### config.mk
export PLATFORM = sky130hd
export DESIGN_NAME = icache_req_arb_pipe_flat
export DESIGN_NICKNAME = d
export VERILOG_FILES = /design/src/rtl/icache_req_arb_pipe_if.sv /design/src/rtl/icache_req_arb_pipe.sv /design/src/flat_wrapper.sv
export SDC_FILE = /design/constraint.sdc
export NUM_CORES = 1
export LEC_CHECK = 0
export ABC_AREA = 1
export CAP_MARGIN = 5
export CORE_MARGIN = 2
export CORE_UTILIZATION = 25
export CTS_BUF_LIST = sky130_fd_sc_hd__clkbuf_16
export CTS_CLUSTER_DIAMETER = 200
export DETAILED_ROUTE_END_ITERATION = 12
export PLACE_DENSITY = 0.49
export SYNTH_ARGS = -nofsm -noshare
export SYNTH_HDL_FRONTEND = slang
export SYNTH_SLANG_ARGS = --single-unit
### constraint.sdc
create_clock -name clk -period 2.2 [get_ports clk]
set_input_delay 0.33 -clock clk [delete_from_list [all_inputs] [get_ports clk]]
set_output_delay 0.33 -clock clk [all_outputs]
set_load 0.05 [all_outputs]
### src/rtl/icache_req_arb_pipe_if.sv
// Request/response bundle between icache fetch sources and the tag-pipeline arbiter.
// master = requesters and downstream ready providers, slave = the arbiter.
interface icache_req_arb_pipe_if #(
  parameter int NUM_CH = 3,
  parameter int PLD_W  = 42,
  parameter int CH_W   = (NUM_CH > 1) ? $clog2(NUM_CH) : 1
);
  logic [NUM_CH-1:0]       req_vld;
  logic [NUM_CH-1:0]       req_rdy;
  logic [NUM_CH*PLD_W-1:0] req_pld;
  logic                    tagram_req_rdy;
  logic                    mshr_tag_req_rdy;
  logic                    tag_req_vld;
  logic [PLD_W-1:0]        tag_req_pld;
  logic [CH_W-1:0]         tag_req_src;

  modport master (
    output req_vld, req_pld, tagram_req_rdy, mshr_tag_req_rdy,
    input  req_rdy, tag_req_vld, tag_req_pld, tag_req_src
  );

  modport slave (
    input  req_vld, req_pld, tagram_req_rdy, mshr_tag_req_rdy,
    output req_rdy, tag_req_vld, tag_req_pld, tag_req_src
  );
endinterface

### src/rtl/icache_req_arb_pipe.sv
// N-channel icache request arbiter with a registered one-entry output slot.
// Default: fixed priority with anti-starvation aging; ICACHE_ARB_RR_EN selects round-robin.
module icache_req_arb_pipe #(
  parameter int NUM_CH    = 3,
  parameter int PLD_W     = 42,
  parameter int STARVE_TH = 8,
  localparam int CH_W     = (NUM_CH > 1) ? $clog2(NUM_CH) : 1
) (
  input logic                  clk,
  input logic                  rst,
  icache_req_arb_pipe_if.slave bus
);

  logic              w_dn_rdy;
  logic              w_load_en;
  logic              w_any_vld;
  logic [CH_W-1:0]   w_grant_idx;
  logic [NUM_CH-1:0] w_grant;
  logic [PLD_W-1:0]  w_pld;

  logic              r_vld;
  logic [PLD_W-1:0]  r_pld;
  logic [CH_W-1:0]   r_src;

  assign w_dn_rdy  = bus.tagram_req_rdy & bus.mshr_tag_req_rdy;
  assign w_load_en = !r_vld | w_dn_rdy;
  assign w_any_vld = |bus.req_vld;

`ifdef ICACHE_ARB_RR_EN
  logic [CH_W-1:0] r_ptr;
  logic            w_found;
  int              w_cand;

  // First valid channel at or after the pointer, wrapping modulo NUM_CH.
  always_comb begin
    w_grant_idx = '0;
    w_found     = 1'b0;
    w_cand      = 0;
    for (int k = 0; k < NUM_CH; k++) begin
      w_cand = int'(r_ptr) + k;
      if (w_cand >= NUM_CH) w_cand = w_cand - NUM_CH;
      if (!w_found && bus.req_vld[w_cand]) begin
        w_found     = 1'b1;
        w_grant_idx = CH_W'(w_cand);
      end
    end
  end

  always_ff @(posedge clk) begin
    if (rst) begin
      r_ptr <= '0;
    end else if (w_load_en && w_any_vld) begin
      r_ptr <= (int'(w_grant_idx) == NUM_CH - 1) ? '0 : w_grant_idx + 1'b1;
    end
  end
`else
  logic [3:0]        r_age [NUM_CH];
  logic [NUM_CH-1:0] w_starved;

  for (genvar gi = 0; gi < NUM_CH; gi++) begin : g_starved
    assign w_starved[gi] = (r_age[gi] == 4'(STARVE_TH)) & bus.req_vld[gi];
  end

  // Starved channels pre-empt fixed priority; descending scan leaves the lowest index.
  always_comb begin
    w_grant_idx = '0;
    if (|w_starved) begin
      for (int i = NUM_CH - 1; i >= 0; i--)
        if (w_starved[i]) w_grant_idx = CH_W'(i);
    end else begin
      for (int i = NUM_CH - 1; i >= 0; i--)
        if (bus.req_vld[i]) w_grant_idx = CH_W'(i);
    end
  end

  // Only load cycles count as a lost arbitration; stalls leave the age untouched.
  always_ff @(posedge clk) begin
    for (int i = 0; i < NUM_CH; i++) begin
      if (rst || !bus.req_vld[i] || bus.req_rdy[i]) begin
        r_age[i] <= 4'd0;
      end else if (w_load_en) begin
        r_age[i] <= (r_age[i] >= 4'(STARVE_TH)) ? 4'(STARVE_TH) : r_age[i] + 4'd1;
      end
    end
  end
`endif

  always_comb begin
    w_grant = '0;
    if (w_any_vld) w_grant[w_grant_idx] = 1'b1;
  end

  always_comb begin
    w_pld = '0;
    for (int i = 0; i < NUM_CH; i++)
      if (w_grant[i]) w_pld = bus.req_pld[i*PLD_W +: PLD_W];
  end

  assign bus.req_rdy = (rst || !w_load_en) ? '0 : w_grant;

  always_ff @(posedge clk) begin
    if (rst) begin
      r_vld <= 1'b0;
      r_pld <= '0;
      r_src <= '0;
    end else if (w_load_en) begin
      r_vld <= w_any_vld;
      if (w_any_vld) begin
        r_pld <= w_pld;
        r_src <= w_grant_idx;
      end
    end
  end

  assign bus.tag_req_vld = r_vld;
  assign bus.tag_req_pld = r_pld;
  assign bus.tag_req_src = r_src;

endmodule

### src/flat_wrapper.sv
// flat-port wrapper written by rule: the top's interface ports become plain ports
module icache_req_arb_pipe_flat 
#(
  parameter int NUM_CH    = 3,
  parameter int PLD_W     = 42,
  parameter int STARVE_TH = 8,
  localparam int CH_W     = (NUM_CH > 1) ? $clog2(NUM_CH) : 1
)
  (clk, rst, bus_req_vld, bus_req_pld, bus_tagram_req_rdy, bus_mshr_tag_req_rdy, bus_req_rdy, bus_tag_req_vld, bus_tag_req_pld, bus_tag_req_src);
  icache_req_arb_pipe_if #(.NUM_CH(NUM_CH), .PLD_W(PLD_W), .CH_W((2))) bus_i ();
  input logic clk;
  input logic rst;
  input wire logic [$bits(bus_i.req_vld)-1:0] bus_req_vld;
  input wire logic [$bits(bus_i.req_pld)-1:0] bus_req_pld;
  input wire logic [$bits(bus_i.tagram_req_rdy)-1:0] bus_tagram_req_rdy;
  input wire logic [$bits(bus_i.mshr_tag_req_rdy)-1:0] bus_mshr_tag_req_rdy;
  output wire logic [$bits(bus_i.req_rdy)-1:0] bus_req_rdy;
  output wire logic [$bits(bus_i.tag_req_vld)-1:0] bus_tag_req_vld;
  output wire logic [$bits(bus_i.tag_req_pld)-1:0] bus_tag_req_pld;
  output wire logic [$bits(bus_i.tag_req_src)-1:0] bus_tag_req_src;
  assign bus_i.req_vld = bus_req_vld;
  assign bus_i.req_pld = bus_req_pld;
  assign bus_i.tagram_req_rdy = bus_tagram_req_rdy;
  assign bus_i.mshr_tag_req_rdy = bus_mshr_tag_req_rdy;
  assign bus_req_rdy = bus_i.req_rdy;
  assign bus_tag_req_vld = bus_i.tag_req_vld;
  assign bus_tag_req_pld = bus_i.tag_req_pld;
  assign bus_tag_req_src = bus_i.tag_req_src;
  icache_req_arb_pipe #(.NUM_CH(NUM_CH), .PLD_W(PLD_W), .STARVE_TH(STARVE_TH)) u_core (.clk(clk), .rst(rst), .bus(bus_i));
endmodule
# ---- Word level (Yosys, flattened, before mapping)
# Memory sizes are Yosys's and may differ from the RTL's.
# Cells that the tools add are included.
dict set report classes {
  n_addsub 3
  order_cmp 5
  eq_ne 3
  n_mux 33
  n_bitwise 8
  n_reduce_logical 16
}
# operator n
set ops {}
lappend ops {{42-bit 2-to-1 mux} 3}
lappend ops {{4-bit 2-to-1 mux} 6}
lappend ops {{1-bit 2-to-1 mux} 14}
lappend ops {{2-bit 2-to-1 mux} 7}
lappend ops {{4-bit by 1-bit adder with 4-bit output (second input constant)} 3}
lappend ops {{4-bit == test (second input constant)} 3}
lappend ops {{4-bit greater-or-equal comparator (second input constant)} 3}
lappend ops {{1-bit logical OR} 7}
lappend ops {{3-bit 2-to-1 mux} 2}
lappend ops {{3-bit OR reduction} 2}
lappend ops {{1-bit zero test} 5}
lappend ops {{1-bit AND} 4}
lappend ops {{1-bit bitwise OR} 4}
lappend ops {{2-bit by 3-bit < comparator with 1-bit output (second input constant)} 1}
lappend ops {{1-bit demux with 2-bit select} 1}
lappend ops {{2-bit by 1-bit greater-or-equal comparator with 1-bit output (second input constant)} 1}
lappend ops {{2-bit AND reduction} 1}
lappend ops {{1-bit logical AND} 1}
dict set report totals {
  ff_bits 45
  mem_bits_rw 12
  input_bits 133
  out_inout_bits 48
  elab_cells 72
  memories 1
}
# name depth word_bits read_ports rd_clocked_by_memory_dff wr line
set mem_list {}
lappend mem_list {u_core.r_age 3 4 3 0 3 icache_req_arb_pipe.sv:57} ;# logic [3:0] r_age [NUM_CH];

# ---- Longest topological paths before layout
dict set report depth {
  depth_word 16
  ltp_mapped 12
  depth_no_buf 11
}

# ---- Worst setup path before layout
# Ideal clock, no wire load.
dict set report synth_path {
  kind {reg2out}
  from {mem u_core.r_age[0][0]}
  to {out bus_req_rdy[2]}
  arrival_ps 1904
  t_required_ps 1870
  path_slack_ps -34
  stages_incl_launch_ff 10
  path_cell_list {edfxtp_1 > inv_1 > ha_1 > nand2_1 > nor2_2 > nor2_4 > nand3_1 > buf_4 > buf_6 > nor2_1}
}
# item line
set synth_lines {}
lappend synth_lines {{from (decl)} icache_req_arb_pipe.sv:57}
lappend synth_lines {{to (decl)} flat_wrapper.sv:17} ;# output wire logic [$bits(bus_i.req_rdy)-1:0] bus_req_rdy;

==> summary.md <==
| Metric | Value |
|---|---|
| Status | `finished, final reports clean` |
| Cell Area, Synth | `0.003870 mm^2` |
| Most used cell, CP | `nor2_4` |
| Max-slew violation count | `0` |
| DR vias | `roughly 4800` |
| Slowest Stage Delay on Critical Path | `roughly 350 ps` |
| Routed vias/inst | `4.846` |
| IO Count | `approximately 180` |
| Seq/Total Area, Yosys | `0.3259` |
| Pre-Repair DR Iteration Count | `4` |
| Worst path required time | `1870 ps` |
| Critical Path Start Type | `register` |
| Syn_nets | `753` |
| Worst skew pair latency | `330 ps` |
| GR Util All Layers | `0.1796` |
| Total Power | `between 0.003 and 0.004 W` |
| Maxcap violations | `0` |
| Synth warn | `0` |
| Die span in x | `128.4 um` |
| HPWL after DPL | `10660 um` |
| Max Fclk | `0.4770 GHz` |
| NumNets Final | `around 930` |
| Antenna Cells | `0` |
| Synth Area per Inst | `6.303 um^2` |
| Hold Vio Cnt, Final | `0` |
| PortBufs | `180` |
| Final instance area | `0.006257 mm^2` |
| RSZ-0062 raised after global routing | `yes` |
| Worst-Margin Slew | `around 570 ps` |
| Cell leakage power | `2.871 nW` |
| CP arrival | `1770 ps` |
| Commonest cells after routing, fill and taps aside | `nand2_1, clkdlybuf4s50_1, inv_1` |
| H-Tree Depth | `3` |
| Final core utilization | `0.4131` |
| Avg WL per Cell | `15.77 um` |
| Commonest non-fill, non-tap cell in the layout | `nand2_1` |
| Die Ht | `128.4 um` |
| Cell count after placement | `960` |
| Reg area | `about 0.0013 mm^2` |
| Pwr dens | `610.5 mW/mm^2` |
| Grt total ovfl | `0` |
| WL final | `15470 um` |
| Yosys cell types | `24` |
| Drt drc | `0` |
| Root Buffer | `clkbuf_16` |
| Total CTS buffers | `9` |
| Largest net degree at the start of global routing | `44` |
| Starting DRT DRC Count | `287` |
| Core box area | `0.01515 mm^2` |
| Fraction of layout cells with a size suffix above 1 | `0.08071` |
| Final setup fails | `0` |
| ANT nets after route | `0` |
| Initial antenna violation count | `0` |
| Worst path cell trace | `inv_1 -> ha_1 -> nand2_1 -> nor2_2 -> nor2_4 -> nand3_4 -> buf_4 -> nor2_4 -> buf_12` |
| Final Critical Period | `2096 ps` |
| Number of global-route vias before repair | `~4400` |
| Area of the multi-input gates | `0.002007 mm^2` |
| GP Congestion | `0.7701` |
| Hold Crit Class | `in -> reg` |
| Synth-to-Final Area Change | `61.69%` |
| CP Capture Type | `output pin` |
| Longest Clk Path Bufs | `2` |
| CTS tree | `yes` |
| First-pass GRT wire length | `roughly 23000 um` |
| Initial Util | `0.2555` |
| Non-Filler Instances | `981` |
| Die footprint | `between 0.015 and 0.02 mm^2` |
| TritonCTS sink count | `57` |
| Clk_skew | `7.395 ps` |
| Setup CP Type | `reg -> out` |
| Max rail drop VDD | `0.0003515 V` |
| Synth Register Bits | `57` |
| CTS clock-pin slew for the worst setup and hold paths | `approximately 50 ps` |
| Worst-path maximum fanout | `4` |
| Slowest cell on crit path | `edfxtp_1` |
| Final Cycle Share | `0.9529` |
| Fill cells | `1580` |
| Slew HR | `0.6211` |
| Cells after synthesis | `614` |
| Cell Rows | `45` |
| Instance area after placement | `0.005923 mm^2` |
-- power by group --
group          leakage, nW  internal (W)  total [W]  switching (W)
Combinational         2.22      0.000577    0.00138       0.000805
Sequential           0.515       0.00117    0.00122      0.0000560
Clock                0.139      0.000739    0.00122       0.000478
-- critical path: cells and delay by family (launching register included) --
family	cells	cell delay (ps)
buf+inv	3	370
flops	1	350
fa+ha+maj	1	200
simple gates	5	530
-- cell usage after synthesis, drive strengths merged --
master  number  area (um^2)
nand2      182        690.7
inv        105        394.1
nand4       88        556.8
nand3       55        280.3
a21oi       47        235.2
dfxtp       45        900.9
buf         27        167.7
clkbuf      19        71.32
nor2        18        80.07
edfxtp      12        360.4
ha           6        75.07
clkinv       5        18.77
xnor2        3        26.28
o211ai       1        7.510
o21ai        1        5.000
-- stage by stage --
step	hold slack (ps)	setup WS, ps	TNS [ps]
final	378.2	103.5	0
after global routing	433.0	-0.5749	-0.5749
after CTS	377.9	2.125	0
after detailed placement	458.2	-9.166	-18.34
after global placement	451.9	47.54	0
after floorplan	571.7	24.28	0
-- what timing repair did --
item	in CTS	in global routing
resized for setup	2	7
pin swaps	1	4
setup buffers	3	2
hold buffers	0	0
setup endpoints to repair	2	4
-- flip-flops by register name, summed over array words and instances, names as in the netlist --
register / flops
u_core.bus.tag_req_src: 2
u_core.bus.tag_req_vld: 1
u_core.bus.tag_req_pld: 42
u_core.r_age: 12
-- kinds of logic after synthesis --
logic type	after synthesis	synth area share
AND/OR/NAND/NOR	343	0.4155
buffers and inverters	156	0.1684
flip-flops	57	0.3259
AO/OA/AOI/OAI	49	0.06402
adder cells (fa/ha/maj)	6	0.01940
XOR/XNOR	3	0.006791
-- path summary, 6_finish.rpt --
path / slack (ps) / depth (start not counted) / endpoint / startpoint
worst max-delay path: 100 / 9 / bus_req_rdy[2] / u_core.r_age[0][0]
worst min-delay path: 380 / 4 / u_core.bus.tag_req_src[1] / rst
worst max register to register: 200 / 11 / u_core.bus.tag_req_pld[27] / u_core.r_age[1][0]
worst min register to register: 460 / 2 / u_core.bus.tag_req_pld[32] / u_core.bus.tag_req_pld[32]
-- area by class of cell --
class | instances | area share
Sequential cell | 57 | 0.2016
Clock inverter | 7 | 0.004999
Inverter | 110 | 0.06639
Clock buffer | 9 | 0.03599
Tap cell | 188 | 0.03759
Timing Repair Buffer | 209 | 0.3327
Multi-Input combinational cell | 401 | 0.3207
-- routing by layer --
| metal | GRT usage | vias up | part of all wire |
|---|---|---|---|
| met4 | 0.08016 | 0 | 0.026 |
| li1 | - | 2342 | - |
| met5 | 0 | - | 0 |
| met1 | 0.2386 | 2172 | 0.44 |
| met3 | 0.03534 | 31 | 0.084 |
| met2 | 0.2825 | 209 | 0.45 |
No activity file was read; power rests on OpenSTA's default activity.
